### config.mk
export PLATFORM = sky130hd
export DESIGN_NAME = mmio_uart_tx_queue
export DESIGN_NICKNAME = d
export VERILOG_FILES = /design/src/rtl/mmio_uart_tx_queue_pkg.sv /design/src/rtl/mmio_uart_tx_queue_sync_fifo.sv /design/src/rtl/mmio_uart_tx_queue.sv
export SDC_FILE = /design/constraint.sdc
export NUM_CORES = 1
export LEC_CHECK = 0
export CORE_ASPECT_RATIO = 0.8
export CORE_MARGIN = 2
export CORE_UTILIZATION = 55
export DETAILED_ROUTE_END_ITERATION = 6
export PLACE_DENSITY = 0.82
export SYNTH_ARGS = -nofsm -noshare
export SYNTH_HDL_FRONTEND = slang
export SYNTH_HIERARCHICAL = 1
export SYNTH_SLANG_ARGS = --single-unit
export TNS_END_PERCENT = 1
### constraint.sdc
create_clock -name clk -period 6.5 [get_ports clk]
set_input_delay 1.3 -clock clk [delete_from_list [all_inputs] [get_ports clk]]
set_output_delay 1.3 -clock clk [all_outputs]
set_load 0.02 [all_outputs]
### src/rtl/mmio_uart_tx_queue_pkg.sv
// Shared definitions for the memory-mapped UART transmit queue:
// register offsets, STATUS bit layout and TX state encoding.
package mmio_uart_tx_queue_pkg;

  // Register offsets, selected by addr[3:2]
  localparam logic [1:0] OFF_DATA   = 2'd0;
  localparam logic [1:0] OFF_STATUS = 2'd1;
  localparam logic [1:0] OFF_CTRL   = 2'd2;
  localparam logic [1:0] OFF_RSVD   = 2'd3;

  // STATUS register bit positions
  localparam int STAT_FULL    = 0;
  localparam int STAT_EMPTY   = 1;
  localparam int STAT_BUSY    = 2;
  localparam int STAT_OVF     = 3;
  localparam int STAT_CNT_LSB = 4;
  localparam int STAT_CNT_W   = 5;

  // CTRL register bit positions
  localparam int CTRL_FLUSH = 0;

  typedef enum logic [1:0] {
    ST_IDLE      = 2'd0,
    ST_WAIT_BUSY = 2'd1,
    ST_WAIT_DONE = 2'd2
  } tx_state_e;

  // Assemble the STATUS word; all unlisted bits read as zero.
  function automatic logic [31:0] pack_status(
    input logic                  full,
    input logic                  empty,
    input logic                  busy,
    input logic                  ovf,
    input logic [STAT_CNT_W-1:0] cnt
  );
    logic [31:0] s;
    s                              = '0;
    s[STAT_FULL]                   = full;
    s[STAT_EMPTY]                  = empty;
    s[STAT_BUSY]                   = busy;
    s[STAT_OVF]                    = ovf;
    s[STAT_CNT_LSB +: STAT_CNT_W]  = cnt;
    return s;
  endfunction

endpackage

### src/rtl/mmio_uart_tx_queue_sync_fifo.sv
// Single-clock byte FIFO with push/pop/flush. Flush has priority over
// a same-cycle push; a push into a full FIFO is accepted only when a
// pop frees a slot in the same cycle, otherwise it is dropped and
// reported on the drop output.
module mmio_uart_tx_queue_sync_fifo #(
  parameter int DEPTH = 16,
  parameter int WIDTH = 8
) (
  input  logic                   clk,
  input  logic                   reset,
  input  logic                   push,
  input  logic [WIDTH-1:0]       push_data,
  input  logic                   pop,
  input  logic                   flush,
  output logic [WIDTH-1:0]       head,
  output logic                   full,
  output logic                   empty,
  output logic [$clog2(DEPTH):0] count,
  output logic                   drop
);

  localparam int AW = $clog2(DEPTH);
  localparam int CW = AW + 1;
  localparam logic [CW-1:0] DEPTH_C = CW'(DEPTH);

  logic [WIDTH-1:0] mem [DEPTH];
  logic [AW-1:0]    wr_ptr;
  logic [AW-1:0]    rd_ptr;
  logic             push_acc;
  logic             pop_acc;

  assign full     = (count == DEPTH_C);
  assign empty    = (count == '0);
  assign head     = mem[rd_ptr];
  assign pop_acc  = pop && !empty;
  assign push_acc = push && !flush && (!full || pop_acc);
  assign drop     = push && !flush && !push_acc;

  // Storage write; contents need no reset since count gates visibility.
  always_ff @(posedge clk) begin
    if (push_acc) begin
      mem[wr_ptr] <= push_data;
    end
  end

  // Pointer and occupancy bookkeeping; pointers wrap modulo DEPTH.
  always_ff @(posedge clk or negedge reset) begin
    if (!reset) begin
      wr_ptr <= '0;
      rd_ptr <= '0;
      count  <= '0;
    end else if (flush) begin
      wr_ptr <= '0;
      rd_ptr <= '0;
      count  <= '0;
    end else begin
      if (push_acc) wr_ptr <= wr_ptr + AW'(1);
      if (pop_acc)  rd_ptr <= rd_ptr + AW'(1);
      count <= count + CW'(push_acc) - CW'(pop_acc);
    end
  end

endmodule

### src/rtl/mmio_uart_tx_queue.sv
// Memory-mapped UART transmit queue. Decodes stores in a 16-byte window,
// buffers DATA bytes in a FIFO and drains them to the UART through a
// start/busy handshake with a busy-rise timeout.
module mmio_uart_tx_queue
  import mmio_uart_tx_queue_pkg::*;
#(
  parameter int          DEPTH        = 16,
  parameter logic [31:0] BASE_ADDR    = 32'h0000_0400,
  parameter int          BUSY_TIMEOUT = 4
) (
  input  logic        clk,
  input  logic        reset,
  input  logic [31:0] addr_in,
  input  logic [31:0] wdata_in,
  input  logic        memwrite_in,
  input  logic [2:0]  func3_in,
  output logic [31:0] rdata_out,
  output logic        hit_out,
  input  logic        tx_busy_in,
  output logic        tx_start_out,
  output logic [7:0]  tx_data_out
);

  localparam int CW = $clog2(DEPTH) + 1;
  localparam int TW = $clog2(BUSY_TIMEOUT + 1);
  localparam logic [TW-1:0] TMO_LAST = TW'(BUSY_TIMEOUT - 1);

  logic [1:0]    offset;
  logic          wr_en;
  logic          push;
  logic          flush;
  logic          ovf_clr;
  logic          overflow;
  logic          launch;
  logic [7:0]    fifo_head;
  logic          fifo_full;
  logic          fifo_empty;
  logic [CW-1:0] fifo_count;
  logic          fifo_drop;
  tx_state_e     state;
  tx_state_e     state_nxt;
  logic [TW-1:0] timer;
  logic [TW-1:0] timer_nxt;

  // Access size and upper data bits do not affect this peripheral.
  logic unused_bits;
  assign unused_bits = ^{func3_in, wdata_in[31:8], addr_in[1:0]};

  assign hit_out = (addr_in[31:4] == BASE_ADDR[31:4]);
  assign offset  = addr_in[3:2];
  assign wr_en   = memwrite_in && hit_out;
  assign push    = wr_en && (offset == OFF_DATA);
  assign ovf_clr = wr_en && (offset == OFF_STATUS);
  assign flush   = wr_en && (offset == OFF_CTRL) && wdata_in[CTRL_FLUSH];

  mmio_uart_tx_queue_sync_fifo #(
    .DEPTH (DEPTH),
    .WIDTH (8)
  ) u_fifo (
    .clk       (clk),
    .reset     (reset),
    .push      (push),
    .push_data (wdata_in[7:0]),
    .pop       (launch),
    .flush     (flush),
    .head      (fifo_head),
    .full      (fifo_full),
    .empty     (fifo_empty),
    .count     (fifo_count),
    .drop      (fifo_drop)
  );

  // Sticky overflow: set by a dropped push, cleared by any STATUS write.
  always_ff @(posedge clk or negedge reset) begin
    if (!reset) begin
      overflow <= 1'b0;
    end else if (fifo_drop) begin
      overflow <= 1'b1;
    end else if (ovf_clr) begin
      overflow <= 1'b0;
    end
  end

  // TX next-state: launch from IDLE, wait for busy rise (with timeout), wait for busy fall.
  always_comb begin
    state_nxt = state;
    timer_nxt = timer;
    launch    = 1'b0;
    case (state)
      ST_IDLE: begin
        timer_nxt = '0;
        if (!fifo_empty && !tx_busy_in) begin
          launch    = 1'b1;
          state_nxt = ST_WAIT_BUSY;
        end
      end
      ST_WAIT_BUSY: begin
        if (tx_busy_in) begin
          state_nxt = ST_WAIT_DONE;
          timer_nxt = '0;
        end else if (timer == TMO_LAST) begin
          // No busy response: treat the byte as sent and move on.
          state_nxt = ST_IDLE;
          timer_nxt = '0;
        end else begin
          timer_nxt = timer + TW'(1);
        end
      end
      ST_WAIT_DONE: begin
        if (!tx_busy_in) begin
          state_nxt = ST_IDLE;
        end
      end
      default: begin
        state_nxt = ST_IDLE;
        timer_nxt = '0;
      end
    endcase
  end

  // TX state register; start pulse and launched byte are registered outputs.
  always_ff @(posedge clk or negedge reset) begin
    if (!reset) begin
      state        <= ST_IDLE;
      timer        <= '0;
      tx_start_out <= 1'b0;
      tx_data_out  <= 8'h00;
    end else begin
      state        <= state_nxt;
      timer        <= timer_nxt;
      tx_start_out <= launch;
      if (launch) begin
        tx_data_out <= fifo_head;
      end
    end
  end

  // Combinational register read; only STATUS returns non-zero data.
  always_comb begin
    rdata_out = '0;
    if (hit_out && (offset == OFF_STATUS)) begin
      rdata_out = pack_status(fifo_full, fifo_empty, tx_busy_in, overflow,
                              STAT_CNT_W'(fifo_count));
    end
  end

endmodule
Yosys cells after proc, flatten, opt, wreduce, memory -nomap -nowiden
Memories as Yosys holds them, arrays and structs flattened. A register that Yosys moved wholly into a read port is not among the register bits.
Index checks and enable logic that the tools add are counted.
Storage, ports and cells
  output and inout port bits: 42
  word-level logic and storage cells: 68
  memories: 1
  bits of input ports: 71
  bits in writable memories: 128
  register bits after elaboration: 20
Memory list
  u_fifo.mem: words 16, width 8, rd ports 1, clocked after Yosys merged registers in 1, wr ports 1, line mmio_uart_tx_queue_sync_fifo.sv:26  | logic [WIDTH-1:0] mem [DEPTH];
Operators by class
  $add $sub $neg: 5
  eq/ne operators: 10
  mux-type cells: 20
  reductions and logical operators: 25
Operator list (count)
  $eq 28x7->1 const B: 1
  $mux 4: 4
  $logic_and 1x1->1: 11
  $mux 9: 1
  $add 4x1->4 const B: 2
  $mux 2: 4
  $logic_not 1->1: 6
  $mux 1: 6
  $mux 3: 2
  $pmux 2 s3: 1
  $pmux 3 s2: 1
  $reduce_bool 2->1: 3
  $add 5x1->5: 1
  $eq 5x5->1 const B: 1
  $logic_not 5->1: 1
  $mux 5: 1
  $sub 5x1->5: 1
  $eq 2x1->1 const B: 2
  $eq 2x2->1 const B: 2
  $logic_not 2->1: 2
  $ne 2x2->1 const B: 2
  $add 3x1->3 const B: 1
  $eq 3x2->1 const B: 1
  $ne 3x3->1 const B: 1
  2 further kinds: 2

Depth between registers and ports, before layout
  depth in word-level cells: 11
  mapped depth: 15
  depth with buffers taken out: 14

By module
Netlist, hierarchy kept.
By module, submodules not included
  mmio_uart_tx_queue_sync_fifo: area each 5934.4 um2, times used 1, seq. area each 4169.0 um2, cells an instance 336
  mmio_uart_tx_queue: area each 978.4 um2, times used 1, seq. area each 375.4 um2, cells an instance 103

Worst setup path before layout
OpenSTA, ideal clock, no wires.
  kind: input-to-reg
  start point: in addr_in[19]
  end point: reg u_fifo.count[4]
  required time: 6423 ps
  path slack: 2414 ps
  path buffers: 0
  stages on the path: 12
  setup time: 77 ps
  arrival time: 4009 ps
  cells stage by stage: nor4_1 > nand3_1 > nor4_1 > nand2b_1 > o21bai_2 > o21ai_1 > ha_1 > fa_1 > a21oi_1 > nor2_1 > or3_1 > a21oi_1
On the way
  cells in the longest elaborated chain, start to end: 10
  elaborated cells between the ends (all ways): 11
  those cells by class: add/sub (2); eq/ne (1); mux (1); reduce/logical (7)
RTL lines
  start, declared: line mmio_uart_tx_queue.sv:13  | input logic [31:0] addr_in,
  $eq 28x7->1 *: line mmio_uart_tx_queue.sv:49  | assign hit_out = (addr_in[31:4] == BASE_ADDR[31:4]);
  $logic_and 1x1->1 *: line mmio_uart_tx_queue.sv:51  | assign wr_en = memwrite_in && hit_out;
  $logic_and 1x1->1 * (2 in series): line mmio_uart_tx_queue.sv:54  | assign flush = wr_en && (offset == OFF_CTRL) && wdata_in[CTRL_FLUSH];
  net flush: line mmio_uart_tx_queue.sv:31  | logic flush;
  $logic_not 1->1: line mmio_uart_tx_queue_sync_fifo.sv:36  | assign push_acc = push && !flush && (!full || pop_acc);
  $logic_and 1x1->1 (2 in series): line mmio_uart_tx_queue_sync_fifo.sv:36
  $add 5x1->5: line mmio_uart_tx_queue_sync_fifo.sv:59  | count <= count + CW'(push_acc) - CW'(pop_acc);
  $sub 5x1->5: line mmio_uart_tx_queue_sync_fifo.sv:59
  $mux 5 *: line mmio_uart_tx_queue_sync_fifo.sv:52  | end else if (flush) begin
  end signal, assigned: line mmio_uart_tx_queue_sync_fifo.sv:59
  end, declared: line mmio_uart_tx_queue_sync_fifo.sv:18  | output logic [$clog2(DEPTH):0] count,
The timed path passes the listed nets; every way through them passes the cells marked *.
A chain may end at the register's enable or synchronous reset.

Final worst setup path
  start point: in addr_in[5]
  end point: out rdata_out[5]
On the way
  cells in the longest elaborated chain, start to end: 3
RTL lines
  $eq 28x7->1: line mmio_uart_tx_queue.sv:49
  $logic_and 1x1->1: line mmio_uart_tx_queue.sv:141  | if (hit_out && (offset == OFF_STATUS)) begin
  $mux 9: line mmio_uart_tx_queue.sv:141
  end, declared: line mmio_uart_tx_queue.sv:17  | output logic [31:0] rdata_out,
No other way between the ends.

==> summary.txt <==
Register-to-register setup slack -> 2920 ps
Area share of the leading cell type in the synthesized netlist -> 55.6%
Count of final max-slew check failures -> 0
Fraction of power spent switching nets -> 32.5%
Total number of vias -> 4053
Proportion of layout cells with a drive suffix above 1 -> 16.2%
CTS tree -> built
Library cell used as clock root buffer -> clkbuf_16
Fraction of registers with async set/reset -> 17.9%
Setup-failing EPs final -> 0
Clock network latency to the later pin of the worst-skew pair -> 420 ps
Worst Tran Pin Value -> 1020 ps
Quantity of I/O buffers inserted on ports -> 60
Hold Startpoint -> timer[1]
Buffer levels on the longest clock path -> 2
Maximum capacitance violations -> 0
Post-synthesis cell area -> 6910 µm²
Number of distinct standard cells referenced by the synthesized netlist -> 47
Number of search-and-repair iterations in the first detailed-routing pass -> 5
Yosys top cell by area -> edfxtp_1
First-iteration detailed-routing DRC count -> 356
Net switching component of the power -> 1.04 mW
Fin area -> 8170 µm²
Final critical delay including setup and external delays -> 4900 ps
Hold Buf Count CTS -> 0
Total track usage -> 22.4%
Worst-case headroom to the max-slew limit -> 32.0%
Maximum number of pins on one net before global-route repair -> 52
CTS Buf Count -> 17
Final count of hold timing violations -> 0
Half-perimeter wire length of the detailed placement result -> 9580 µm
Antenna violations before repair -> 0
Maximum fanout encountered on the critical timing path -> 13
Placement Cell Area -> 7570 µm²
Initial core utilization -> 56.6%
Number of cell instances on the worst register-to-register path -> 14
Depth of the worst hold-timing path -> 2
Final net count -> 589
Post-Route Setup TNS -> 0 ps
First-pass GRT wire length -> 22300 µm
Die Y -> 104 µm
Endpoint class of the critical path -> output port
DRT antenna net count -> 0
Highest achievable clock rate -> 204 MHz
Clock slew at reported path FFs -> 70 ps
DRT Wirelength -> 14200 µm
Core Rows -> 36
Depth of the CTS H-tree -> 4
CTS sink cnt -> 156
Top FF cell, synth -> edfxtp_1
Leak -> 2.97 nW
Number of placed cells counting well taps -> 658
Period utilisation layout -> 75.4%
Synthesized area per cell -> 15.7 µm²
Required time at the endpoint of the critical path -> 5200 ps
Hold Path Sink -> timer[1]
Weighted congestion at the end of routability-driven global placement -> 0.809
Share of power burned in the clock network -> 30.8%
Hold crit path type -> reg2reg
Total of cells resized after clock tree synthesis -> 0
Core footprint -> 12200 µm²
Gr ovfl total -> 0
Reg2reg start -> u_fifo/count[3]
Post-synth EDFFs -> 128
Part of the total power dissipated in combinational logic -> 31.1%
Internal power component -> 2.17 mW
Startpoint class of the critical path -> input port
Peak supply drop -> 0.242 mV
DIE AREA -> 13500 µm²
Avg WL per Cell -> 20.6 µm
Arrival time at the worst endpoint -> 3600 ps
Final std cells w/o fill -> 690
Number of global-route vias before repair -> 3987
Sequential Power Share -> 38.1%
Io pins -> 113
Worst reg2reg endpoint -> u_fifo/count[4]
Horizontal die dimension -> 129 µm
Layout filler cell count -> 815
Multi-input combinational cell area -> 2050 µm²
Layout-stage area growth over the synthesis result -> 18.1%
Critical setup path kind -> in2out
Cell types with the largest area share after synthesis -> edfxtp_1 56%, dfrtp_1 10%, mux4_2 5.2%, mux2i_1 4.9%, buf_4 2.6%
Final setup skew -> 10.8 ps
PD cells -> 394 nW/µm²
Post-CTS Setup Inserts -> 0
Antenna cell count -> 0
Unrepaired setup endpoints after global routing -> false
Number of standard cells after synthesis -> 439
Outcome -> finished clean
Sequential element share of the synthesized area -> 65.7%
Detailed-route vias per instance -> 5.87
#FFs+latches synth -> 156
Register cell area after layout -> 4550 µm²
Number of remaining DRC errors -> 0
Warning count from the yosys run -> 6
## stage by stage
stage / total power, mW / hold slack, ps / setup WS [ps] / utilization (%)
floorplan: 2.00 / 443 / 2410 / -
finish: 3.22 / 498 / 1600 / 66.9
detailed placement: 2.24 / 484 / 1360 / 62.0
CTS: 3.23 / 500 / 1600 / 66.9
global placement: 2.20 / 462 / 1450 / 62.0
global route: 3.37 / 523 / 1420 / 66.9
## power by group through the flow
stage / registers [mW] / logic [mW] / clock network, mW
5_1_grt: 1.23 / 1.09 / 1.04
4_1_cts: 1.22 / 1.00 / 1.00
3_5_place_dp: 1.24 / 0.992 / 0
6_report: 1.23 / 1.00 / 0.989
2_1_floorplan: 1.25 / 0.743 / 0
3_3_place_gp: 1.24 / 0.955 / 0
## synthesized netlist by cell type (7+ instances only)
cell / number
nand2_1: 13
mux2i_1: 34
a221oi_1: 7
ha_1: 11
clkbuf_1: 7
inv_1: 21
nor2_1: 18
nor4_1: 21
buf_6: 7
a221oi_2: 9
and2_1: 9
mux2_2: 8
mux4_2: 16
buf_4: 24
a22oi_1: 8
dfrtp_1: 28
o21ai_0: 10
edfxtp_1: 128
## layer usage
metal | vias up | part of all wire, % | GRT usage, %
met5 | - | 0 | 0
met4 | 0 | 1.5 | 7.76
met3 | 19 | 6.5 | 4.01
met2 | 172 | 49 | 33.7
met1 | 2082 | 43 | 33.2
li1 | 1780 | - | -
## flip-flops by register name, summed over array words and instances (netlist names)
name and count:
tx_data_out 8, tx_start_out 1, state 2, u_fifo/wr_ptr 4
overflow 1, u_fifo/mem 128, timer 3, u_fifo/rd_ptr 4
u_fifo/count 5
## worst max-delay path: stages
cell             delay, ps
clkdlybuf4s50_1        400
nor4b_1                290
nand4_1                500
nor4_1                 430
clkdlybuf4s50_1        670
## kinds of logic (layout without fill, tap and decap cells)
family | after synthesis | count (layout) | share of synthesized area [%]
compound gates | 46 | 46 | 5.67
flops | 156 | 156 | 65.7
simple gates | 90 | 90 | 7.66
fa+ha+maj | 12 | 12 | 2.28
xor+xnor | 10 | 10 | 1.27
other cells | 1 | 23 | 0.0542
mux | 58 | 58 | 11.4
buf+inv | 66 | 124 | 5.90
## cells in the final DEF, fill, tap and decap left out, drive strengths merged, types with 3 or more instances in the layout
| cell | synthesis | final |
|---|---|---|
| nor2b | 4 | 4 |
| nor4 | 22 | 22 |
| dfrtp | 28 | 28 |
| xor2 | 4 | 4 |
| nand4 | 4 | 4 |
| ha | 11 | 11 |
| clkdlybuf4s50 | 0 | 60 |
| clkbuf | 7 | 18 |
| nand2b | 6 | 6 |
| conb | 1 | 23 |
| o21ai | 12 | 12 |
| a221oi | 16 | 16 |
| edfxtp | 128 | 128 |
| inv | 22 | 31 |
| a21oi | 3 | 3 |
| and2 | 10 | 10 |
| buf | 37 | 10 |
| a22oi | 8 | 8 |
| mux2i | 34 | 34 |
| mux2 | 8 | 8 |
| xnor2 | 6 | 6 |
| nor2 | 18 | 18 |
| mux4 | 16 | 16 |
| nand3 | 3 | 3 |
| nand2 | 13 | 13 |
## cell type report
type / instances / share of cell area (%)
sequential: 156 / 55.7
multi-input combinational: 239 / 25.1
timing repair buffer: 70 / 8.27
clock buffer: 18 / 5.52
tap: 171 / 2.62
clock inverter: 14 / 1.82
inverter: 22 / 1.01
## how the worst max path moves through the flow
stage | startpoint | end | slack [ps] | depth (start not counted)
detailed placement | addr_in[5] | u_fifo/count[4] | 1360 | 14
global route | addr_in[5] | rdata_out[8] | 1420 | 5
CTS | addr_in[5] | rdata_out[3] | 1600 | 5
global placement | addr_in[5] | u_fifo/count[4] | 1450 | 13
finish | addr_in[5] | rdata_out[5] | 1600 | 5
floorplan | addr_in[19] | u_fifo/count[4] | 2410 | 12
No activity file was read; power rests on OpenSTA's default activity.
